===== src/rtl/spi_pkg.sv =====
// Shared types and helpers for the SPI echo slave: FSM state encoding,
// SPI-mode edge selection and frame width.
package spi_pkg;

    typedef enum logic [1:0] {
        IDLE,
        LOAD,
        SHIFT
    } spi_state_t;

    // Data is sampled on the rising SCK edge exactly when CPOL equals CPHA.
    function automatic logic sample_on_rising(input logic cpol, input logic cpha);
        return (cpol == cpha);
    endfunction

    function automatic int frame_width(input int packetBytes, input int byteSize);
        return packetBytes * byteSize;
    endfunction

endpackage


===== src/rtl/spi_input_filter.sv =====
// Input conditioner for one raw SPI pin: 2-FF synchroniser followed by a
// registered majority-of-3 vote (4-cycle latency, rejects 1-cycle pulses).
module spi_input_filter #(
    parameter logic RESET_VAL = 1'b0
) (
    input  logic clkIn,
    input  logic resetIn,
    input  logic rawIn,
    output logic filteredOut
);

    logic [1:0] r_sync;
    logic [1:0] r_hist;
    logic       r_filtered;

    always_ff @(posedge clkIn or posedge resetIn) begin
        if (resetIn) begin
            r_sync     <= {2{RESET_VAL}};
            r_hist     <= {2{RESET_VAL}};
            r_filtered <= RESET_VAL;
        end else begin
            r_sync     <= {r_sync[0], rawIn};
            r_hist     <= {r_hist[0], r_sync[1]};
            r_filtered <= (r_sync[1] & r_hist[0]) |
                          (r_sync[1] & r_hist[1]) |
                          (r_hist[0] & r_hist[1]);
        end
    end

    assign filteredOut = r_filtered;

endmodule


===== src/rtl/spi_slave_echo.sv =====
// SPI slave that captures MSB-first frames and echoes the previous frame on MISO.
// Optional macro SPI_FRAME_ERROR_EN enables the sticky frame-abort flag.
module spi_slave_echo
    import spi_pkg::*;
#(
    parameter int PACKET_BYTES = 8,
    parameter int BYTE_SIZE    = 8,
    parameter bit CPOL         = 1'b0,
    parameter bit CPHA         = 1'b0
) (
    input  logic                                           clkIn,
    input  logic                                           resetIn,
    input  logic                                           ssIn,
    input  logic                                           sckIn,
    input  logic                                           mosiIn,
    output logic                                           misoOut,
    output logic [frame_width(PACKET_BYTES, BYTE_SIZE)-1:0] dataOut,
    output logic                                           dataReceivedOut,
    output logic                                           busyOut,
    output logic                                           frameErrorOut
);

    localparam int              W           = frame_width(PACKET_BYTES, BYTE_SIZE);
    localparam int              CW          = $clog2(W);
    localparam logic [CW-1:0]   LAST_BIT    = CW'(W - 1);
    localparam bit              SAMPLE_RISE = sample_on_rising(CPOL, CPHA);

    logic w_ss;
    logic w_sck;
    logic w_mosi;

    spi_input_filter #(.RESET_VAL(1'b1)) u_ssFilter (
        .clkIn(clkIn), .resetIn(resetIn), .rawIn(ssIn), .filteredOut(w_ss)
    );
    spi_input_filter #(.RESET_VAL(CPOL)) u_sckFilter (
        .clkIn(clkIn), .resetIn(resetIn), .rawIn(sckIn), .filteredOut(w_sck)
    );
    spi_input_filter #(.RESET_VAL(1'b0)) u_mosiFilter (
        .clkIn(clkIn), .resetIn(resetIn), .rawIn(mosiIn), .filteredOut(w_mosi)
    );

    spi_state_t    r_state;
    spi_state_t    w_stateNext;
    logic          r_sckPrev;
    logic          r_ssPrev;
    logic [W-2:0]  r_rx;
    logic [W-1:0]  r_txWord;
    logic [W-1:0]  r_echo;
    logic [W-1:0]  r_data;
    logic [CW-1:0] r_cnt;
    logic          r_miso;
    logic          r_dataRecv;

    logic          w_load;
    logic          w_active;
    logic          w_sampleEdge;
    logic          w_shiftEdge;
    logic          w_complete;
    logic [W-1:0]  w_rxNext;
    logic [CW-1:0] w_txIdx;

    assign w_sampleEdge = SAMPLE_RISE ? (w_sck & ~r_sckPrev) : (~w_sck & r_sckPrev);
    assign w_shiftEdge  = SAMPLE_RISE ? (~w_sck & r_sckPrev) : (w_sck & ~r_sckPrev);
    assign w_rxNext     = {r_rx, w_mosi};
    assign w_complete   = w_active & w_sampleEdge & (r_cnt == LAST_BIT);
    // MISO bit is picked by how many bits of the current frame have been sampled,
    // which covers both CPHA settings and the back-to-back reload.
    assign w_txIdx      = LAST_BIT - r_cnt;

    always_ff @(posedge clkIn or posedge resetIn) begin
        if (resetIn) begin
            r_state <= IDLE;
        end else begin
            r_state <= w_stateNext;
        end
    end

    always_comb begin
        w_stateNext = r_state;
        case (r_state)
            IDLE:    if (r_ssPrev && !w_ss) w_stateNext = LOAD;
            LOAD:    w_stateNext = SHIFT;
            SHIFT:   if (w_ss) w_stateNext = IDLE;
            default: w_stateNext = IDLE;
        endcase
    end

    always_comb begin
        w_load   = 1'b0;
        w_active = 1'b0;
        case (r_state)
            LOAD:    w_load   = 1'b1;
            SHIFT:   w_active = !w_ss;
            default: ;
        endcase
    end

    always_ff @(posedge clkIn or posedge resetIn) begin
        if (resetIn) begin
            r_sckPrev  <= CPOL;
            r_ssPrev   <= 1'b1;
            r_rx       <= '0;
            r_txWord   <= '0;
            r_echo     <= '0;
            r_data     <= '0;
            r_cnt      <= '0;
            r_miso     <= 1'b0;
            r_dataRecv <= 1'b0;
        end else begin
            r_sckPrev  <= w_sck;
            r_ssPrev   <= w_ss;
            r_dataRecv <= w_complete;
            if (w_load) begin
                r_txWord <= r_echo;
                r_miso   <= r_echo[W-1];
                r_cnt    <= '0;
            end else if (w_active) begin
                if (w_sampleEdge) begin
                    r_rx <= w_rxNext[W-2:0];
                    if (w_complete) begin
                        r_cnt    <= '0;
                        r_data   <= w_rxNext;
                        r_echo   <= w_rxNext;
                        r_txWord <= w_rxNext;
                    end else begin
                        r_cnt <= r_cnt + 1'b1;
                    end
                end
                if (w_shiftEdge) begin
                    r_miso <= r_txWord[w_txIdx];
                end
            end else begin
                r_cnt  <= '0;
                r_miso <= 1'b0;
            end
        end
    end

`ifdef SPI_FRAME_ERROR_EN
    logic r_frameErr;
    logic w_abort;

    assign w_abort = (r_state == SHIFT) && w_ss && (r_cnt != '0);

    always_ff @(posedge clkIn or posedge resetIn) begin
        if (resetIn) begin
            r_frameErr <= 1'b0;
        end else if (w_abort) begin
            r_frameErr <= 1'b1;
        end else if (w_complete) begin
            r_frameErr <= 1'b0;
        end
    end

    assign frameErrorOut = r_frameErr;
`else
    assign frameErrorOut = 1'b0;
`endif

    assign misoOut         = r_miso;
    assign dataOut         = r_data;
    assign dataReceivedOut = r_dataRecv;
    assign busyOut         = ~w_ss;

endmodule


===== config.mk =====
export PLATFORM = sky130hd
export DESIGN_NAME = spi_slave_echo
export DESIGN_NICKNAME = d
export VERILOG_FILES = /design/src/rtl/spi_pkg.sv /design/src/rtl/spi_input_filter.sv /design/src/rtl/spi_slave_echo.sv
export SDC_FILE = /design/constraint.sdc
export NUM_CORES = 1
export LEC_CHECK = 0
export CAP_MARGIN = 25
export CORE_MARGIN = 2
export CORE_UTILIZATION = 60
export CTS_CLUSTER_SIZE = 12
export DETAILED_ROUTE_END_ITERATION = 8
export HOLD_SLACK_MARGIN = 0.06
export PLACE_DENSITY = 0.82
export SYNTH_ARGS = -nofsm -noshare
export SYNTH_HDL_FRONTEND = slang
export SYNTH_SLANG_ARGS = --single-unit

===== constraint.sdc =====
create_clock -name clkIn -period 21.4 [get_ports clkIn]
set_input_delay 4.28 -clock clkIn [delete_from_list [all_inputs] [get_ports clkIn]]
set_output_delay 4.28 -clock clkIn [all_outputs]
set_load 0.005 [all_outputs]

==> run_results.csv, run 1 <==
group,metric,value,unit
worst_setup_path,cp-end-kind,"output pin",
synthesis,synth_flop_cell,"dfrtp_1",
clock_network,cts_setup_buffers,0,
clock_network,cts_hold_buf,0,
floorplanning,boundaryPins,73,
clock_network,clock_sinks,218,
finish,layout.cells.non_filler,928,
power_and_ir_drop,p_switching,174,µW
synthesis,synth-seq-cells,218,
placed_design,hpwl,10.4,mm
worst_setup_path,r2r-start,"r_cnt[1]",
timing,max_freq,170,MHz
power_and_ir_drop,leakage,5.10,nW
floorplanning,die_h,127,µm
finish,multi_input_area,3400,µm²
worst_setup_path,cp-start-kind,"flop",
synthesis,synth_cells,664,
routing,drc_errors,0,
timing,skew,4.55,ps
synthesis,yosys_warnings,0,
grt,grtUsageTotal,22.9,%
routing,first_iter_violations,374,
floorplanning,core_area,15000,µm²
grt,grt_pass1_vias,5858,
clock_network,cts_root_buf,"clkbuf_16",
finish,area_delta_synth_final,15.9,%
floorplanning,initial_core_util,60.7,%
grt,met3_usage,3.22,%
power_and_ir_drop,power.internal,628,µW
run_status,status,"completed",
grt,grtUsageMet1,32.3,%
finish,regArea,5460,µm²
finish,fill_cells,972,
floorplanning,die_width,127,µm
power_and_ir_drop,comb_power_share,4.1,%
worst_setup_path,r2r_cells,7,
worst_setup_path,endpoint,"busyOut",
placed_design,dpl_worst_slack,14910,ps
synthesis,ys_types,37,
timing,layout_min_cycle_time,5880,ps
grt,antenna_found_initial,0,
finish,diodes,0,
power_and_ir_drop,p_seq_share,52.6,%
synthesis,avgSynthCellArea,13.7,µm²
grt,grt.busiest_layer,"met2",
grt,grt_overflow_total,0,
routing,wire_per_inst,19.0,µm
grt,grt_max_degree,151,
power_and_ir_drop,clockPowerShare,43.3,%
synthesis,synth-async-reset-ratio,100,%
clock_network,ctsResizeCount,0,
routing,num_vias,5497,
power_and_ir_drop,powerDensity,75.8,nW/µm²
power_and_ir_drop,p_sw_share,21.7,%
worst_setup_path,r2r_slack,18280,ps
worst_setup_path,crit_start,"u_ssFilter.filteredOut",
power_and_ir_drop,peakVddDrop,0.0000444,V
synthesis,seq_area_frac_synth,59.9,%
worst_hold_path,min_path_type,"reg2reg",
floorplanning,die_area,16200,µm²
timing,min_period_over_period,27.5,%
power_and_ir_drop,power.total,802,µW
finish,most-common-layout-cells,"dfrtp_1 (212), nand2_1 (135), mux2_2 (84)",
timing,tns,0,ps
placed_design,placed_cells,888,
synthesis,synth_top_area_share,58.1,%
timing,setup_slack,15520,ps
timing,worst_pin_slew,909,ps
synthesis,syn_nets,670,
worst_setup_path,worstPathRequired,17120,ps
grt,grt_use_met2,37.1,%
routing,routed_wl,17.7,mm
worst_setup_path,critPathMaxFanout,5,
worst_setup_path,crit_arrival,1600,ps
routing,firstDrtPassIters,6,
timing,slew_viol_final,0,
floorplanning,num_rows,45,
finish,drive_above_1_share,25.7,%
grt,grt_pass1_wl,30.0,mm
synthesis,yosys.area.top_type,"dfrtp_1",
routing,ant_nets,0,
job,maxCapViolations,0,
clock_network,cts_buffers,22,
clock_network,h-tree-depth,1,
timing,relSlewSlack,39.4,%
timing,rsz0062_at_grt,"no",
timing,finalHoldViolCount,0,
synthesis,ys_top_cells_by_area,"dfrtp_1 (58%), mux2_2 (10%), mux2_4 (7.4%), nand2_1 (5.6%), a22oi_1 (5.3%)",
routing,viasPerCell,5.92,
worst_setup_path,critPathKind,"reg2out",
finish,layout_commonest_cell,"dfrtp_1",
clock_network,cts.path.max_buffers,3,
synthesis,synth_edf_count,0,
placed_design,globalplace.congestion,0.735,
clock_network,cts_tree,"done",
synthesis,syn-cell-area,9120,µm²
clock_network,clkLatencyLatePin,490,ps
worst_setup_path,reg2reg_to,"dataOut[5]",
timing,setup_viol,0,
placed_design,portBuffers,71,
clock_network,clk_pin_slew_worst_paths,60,ps
finish,nets,732,
-- metrics by stage --
stage	util (%)	cell area [µm²]	hold slack, ps
final	70.4	10600	354
after global routing	70.4	10600	365
after CTS	70.0	10500	355
after detailed placement	65.7	9880	348
after global placement	65.7	9880	338
after floorplan	-	9120	331
-- registers in the layout (all words and copies together) (netlist names) --
register                  flops
misoOut                       1
r_state                       2
r_ssPrev                      1
r_sckPrev                     1
r_txWord                     64
u_mosiFilter.r_hist           2
u_sckFilter.r_hist            2
u_mosiFilter.r_sync           2
u_sckFilter.r_sync            2
r_rx                         63
u_ssFilter.r_sync             2
dataReceivedOut               1
r_cnt                         6
dataOut                      64
u_mosiFilter.filteredOut      1
u_sckFilter.filteredOut       1
u_ssFilter.r_hist             2
u_ssFilter.filteredOut        1
-- worst max-delay path, cell delays in order (launching register included) --
cell,delay (ps)
dfstp_2,620
inv_1,50
clkdlybuf4s50_1,440
-- Yosys cell counts (6+ instances only) --
| cell | number |
|---|---|
| mux4_2 | 16 |
| buf_6 | 8 |
| mux2_4 | 45 |
| dfrtp_1 | 212 |
| nand2_1 | 135 |
| a22oi_1 | 64 |
| nor2_1 | 8 |
| buf_2 | 20 |
| mux2_2 | 84 |
| mux2i_1 | 8 |
| dfstp_2 | 6 |
| clkbuf_1 | 8 |
-- power groups by stage --
stage	Combinational [mW]	Sequential, mW	Clock [mW]
detailed placement	0.0326	0.429	0
floorplan	0.0248	0.428	0
CTS	0.0329	0.422	0.355
global placement	0.0311	0.429	0
global route	0.0368	0.423	0.371
finish	0.0328	0.422	0.347
-- area by class of cell --
cell class | count | share of cell area, %
Clock buffer | 38 | 6.07
Inverter | 4 | 0.213
Multi-Input combinational cell | 400 | 32.1
Sequential cell | 218 | 51.7
Tap cell | 188 | 2.22
Timing Repair Buffer | 80 | 7.74
-- cells by family (layout without fill, tap and decap cells) --
group	count (synthesis)	after routing	share of synthesized area [%]
muxes	153	153	22.6
xor gates and xnor gates	2	2	0.192
AOI/OAI and AO/OA	78	78	6.43
and+or+nand+nor	162	162	7.41
buffers and inverters	46	122	2.99
other	1	1	0.0411
DFF	218	218	59.9
adders and majority gates	4	4	0.466
-- worst min-delay path by stage --
stage | startpoint | to | depth (start not counted)
finish | u_ssFilter.r_sync[0] | u_ssFilter.r_sync[1] | 0
global route | u_ssFilter.r_sync[0] | u_ssFilter.r_sync[1] | 0
CTS | u_ssFilter.r_sync[0] | u_ssFilter.r_sync[1] | 0
detailed placement | u_mosiFilter.r_sync[0] | u_mosiFilter.r_sync[1] | 0
global placement | u_mosiFilter.r_sync[0] | u_mosiFilter.r_sync[1] | 0
floorplan | u_mosiFilter.r_sync[0] | u_mosiFilter.r_sync[1] | 0
-- per-layer routing --
metal / up-vias / share of wire [%]
met5: - / 0
met2: 135 / 50
met1: 2868 / 44
li1: 2462 / -
met4: 0 / 2.0
met3: 32 / 4.0
No activity file was read; power rests on OpenSTA's default activity.
==> run 2: changes to the inputs <==
--- a/config.mk
+++ b/config.mk
@@ -7,11 +7,11 @@
 export LEC_CHECK = 0
 export CAP_MARGIN = 25
 export CORE_MARGIN = 2
-export CORE_UTILIZATION = 60
+export CORE_UTILIZATION = 52
 export CTS_CLUSTER_SIZE = 12
 export DETAILED_ROUTE_END_ITERATION = 8
 export HOLD_SLACK_MARGIN = 0.06
-export PLACE_DENSITY = 0.82
+export PLACE_DENSITY = 0.75
 export SYNTH_ARGS = -nofsm -noshare
 export SYNTH_HDL_FRONTEND = slang
 export SYNTH_SLANG_ARGS = --single-unit
==> constraint.sdc (replaced) <==
create_clock -name clkIn -period 5.11 [get_ports clkIn]
set_input_delay 1.022 -clock clkIn [delete_from_list [all_inputs] [get_ports clkIn]]
set_output_delay 1.022 -clock clkIn [all_outputs]
set_load 0.005 [all_outputs]
==> run 2 against run 1 <==
Effect of this change: hold slack is essentially flat; sequential share of layout area fell by 0.48 points; non-clock buffer count rose by 2; sequential cell count is the same; final area grew 0.93%; total power increased to 4.3 times the previous value; wire length is 2.0% lower; clock skew is 11 ps higher; setup slack lost 14000 ps; clock-buffer cell count down 4; critical endpoint is now dataOut[17]; largest power group unchanged.
==> run_results.csv, run 2 (synthesis results as in run 1) <==
group,metric,value,unit
floorplanning,die_area,18600,µm²
floorplanning,die_h,136,µm
routing,wire_per_inst,17.9,µm
power_and_ir_drop,leakage,5.13,nW
power_and_ir_drop,p_seq_share,51.5,%
timing,worst_pin_slew,875,ps
routing,first_iter_violations,407,
placed_design,placed_cells,929,
clock_network,cts_hold_buf,0,
power_and_ir_drop,peakVddDrop,0.000260,V
placed_design,placed_cell_area,9990,µm²
worst_hold_path,hold_depth,0,
clock_network,cts_buffers,23,
grt,grt_pass1_wl,28.9,mm
clock_network,clk_pin_slew_worst_paths,60,ps
worst_hold_path,holdPathEnd,"u_mosiFilter.r_sync[1]",
finish,layout.cells.non_filler,966,
grt,antenna_found_initial,0,
worst_setup_path,critPathMaxFanout,59,
timing,min_period_over_period,62.8,%
timing,finalHoldViolCount,0,
worst_setup_path,reg2reg_to,"dataOut[17]",
worst_hold_path,min_path_type,"reg2reg",
power_and_ir_drop,p_switching,747,µW
worst_setup_path,critPathKind,"reg2reg",
finish,drive_above_1_share,26.9,%
routing,viasPerCell,5.60,
worst_setup_path,cp-start-kind,"flop",
floorplanning,num_rows,48,
floorplanning,die_width,136,µm
floorplanning,initial_core_util,52.9,%
clock_network,ctsResizeCount,0,
floorplanning,boundaryPins,73,
power_and_ir_drop,powerDensity,321,nW/µm²
clock_network,cts_root_buf,"clkbuf_16",
power_and_ir_drop,p_sw_share,21.8,%
timing,setup_viol,0,
finish,area_delta_synth_final,17.0,%
worst_setup_path,r2r-start,"r_cnt[1]",
routing,num_vias,5410,
timing,layout_min_cycle_time,3210,ps
finish,layout_commonest_cell,"dfrtp_1",
placed_design,dpl_worst_slack,1980,ps
worst_setup_path,cp-end-kind,"flop",
timing,timing.hold.ws,354,ps
job,maxCapViolations,0,
clock_network,h-tree-depth,1,
worst_setup_path,worstPathRequired,5490,ps
worst_setup_path,r2r_cells,6,
timing,skew,15.5,ps
grt,grt_max_degree,71,
timing,tns,0,ps
finish,final_area,10700,µm²
timing,max_freq,312,MHz
grt,grt_pass1_vias,5664,
worst_setup_path,r2r_slack,1900,ps
power_and_ir_drop,clockPowerShare,44.4,%
routing,ant_nets,0,
placed_design,globalplace.congestion,0.738,
placed_design,hpwl,10.8,mm
timing,relSlewSlack,41.7,%
timing,setup_slack,1900,ps
finish,most-common-layout-cells,"dfrtp_1 (212), nand2_1 (135), mux2_2 (84)",
grt,grt_overflow_total,0,
clock_network,clkLatencyLatePin,510,ps
timing,slew_viol_final,0,
clock_network,cts_setup_buffers,0,
finish,fill_cells,1274,
power_and_ir_drop,comb_power_share,4.0,%
power_and_ir_drop,power.internal,2.68,mW
finish,nets,735,
routing,drc_errors,0,
routing,routed_wl,17.3,mm
worst_setup_path,crit_arrival,3590,ps
timing,rsz0062_at_grt,"no",
clock_network,cts.path.max_buffers,3,
floorplanning,core_area,17200,µm²
placed_design,portBuffers,71,
worst_hold_path,worstHoldStart,"u_mosiFilter.r_sync[0]",
clock_network,clock_sinks,218,
finish,diodes,0,
run_status,status,"completed",
clock_network,cts_tree,"done",
grt,grtUsageTotal,19.6,%
routing,firstDrtPassIters,4,
## run 2: power by group through the flow
stage / logic (mW) / registers (mW) / clock network [mW]
after floorplan: 0.104 / 1.79 / 0
after global placement: 0.136 / 1.80 / 0
after detailed placement: 0.142 / 1.80 / 0
after CTS: 0.143 / 1.77 / 1.56
after global routing: 0.156 / 1.77 / 1.63
final: 0.138 / 1.77 / 1.52
## run 2: worst max-delay path by stage
stage / startpoint / to / slack [ps] / cells after the start
floorplan: resetIn / dataOut[0] / 1250 / 1
global placement: r_cnt[1] / dataOut[19] / 2060 / 6
detailed placement: r_cnt[1] / dataOut[17] / 1980 / 6
CTS: r_cnt[1] / dataOut[17] / 1960 / 6
global route: r_cnt[1] / dataOut[19] / 1800 / 6
finish: r_cnt[1] / dataOut[17] / 1900 / 6
## run 2: final cells by class
class	count	area, µm²	share of cell area (%)
Inverter	4	18.8	0.176
Clock buffer	34	667	6.25
Tap cell	225	282	2.64
Multi-Input combinational cell	400	3400	31.8
Timing Repair Buffer	82	831	7.78
Sequential cell	218	5460	51.2
Clock inverter	3	18.8	0.176
## run 2: layer usage
metal	vias to the layer above	global-route usage, %	routed length, µm
met5	-	0	0
met4	0	6.19	339
met3	27	2.98	727
met2	129	32.2	8630
met1	2775	27.0	7620
li1	2479	-	-
## run 2: worst max-delay path, stage by stage, from the launching register on
cell,delay (ps)
dfrtp_1,910
ha_1,310
and3_1,180
and3_1,310
nor2b_4,250
buf_4,650
mux2_2,410
## run 2: per-stage QoR
stage / total power [mW] / utilization, %
after floorplan: 1.90 / -
after global placement: 1.93 / 57.8
after detailed placement: 1.94 / 58.0
after CTS: 3.47 / 61.9
after global routing: 3.56 / 61.9
final: 3.43 / 61.9
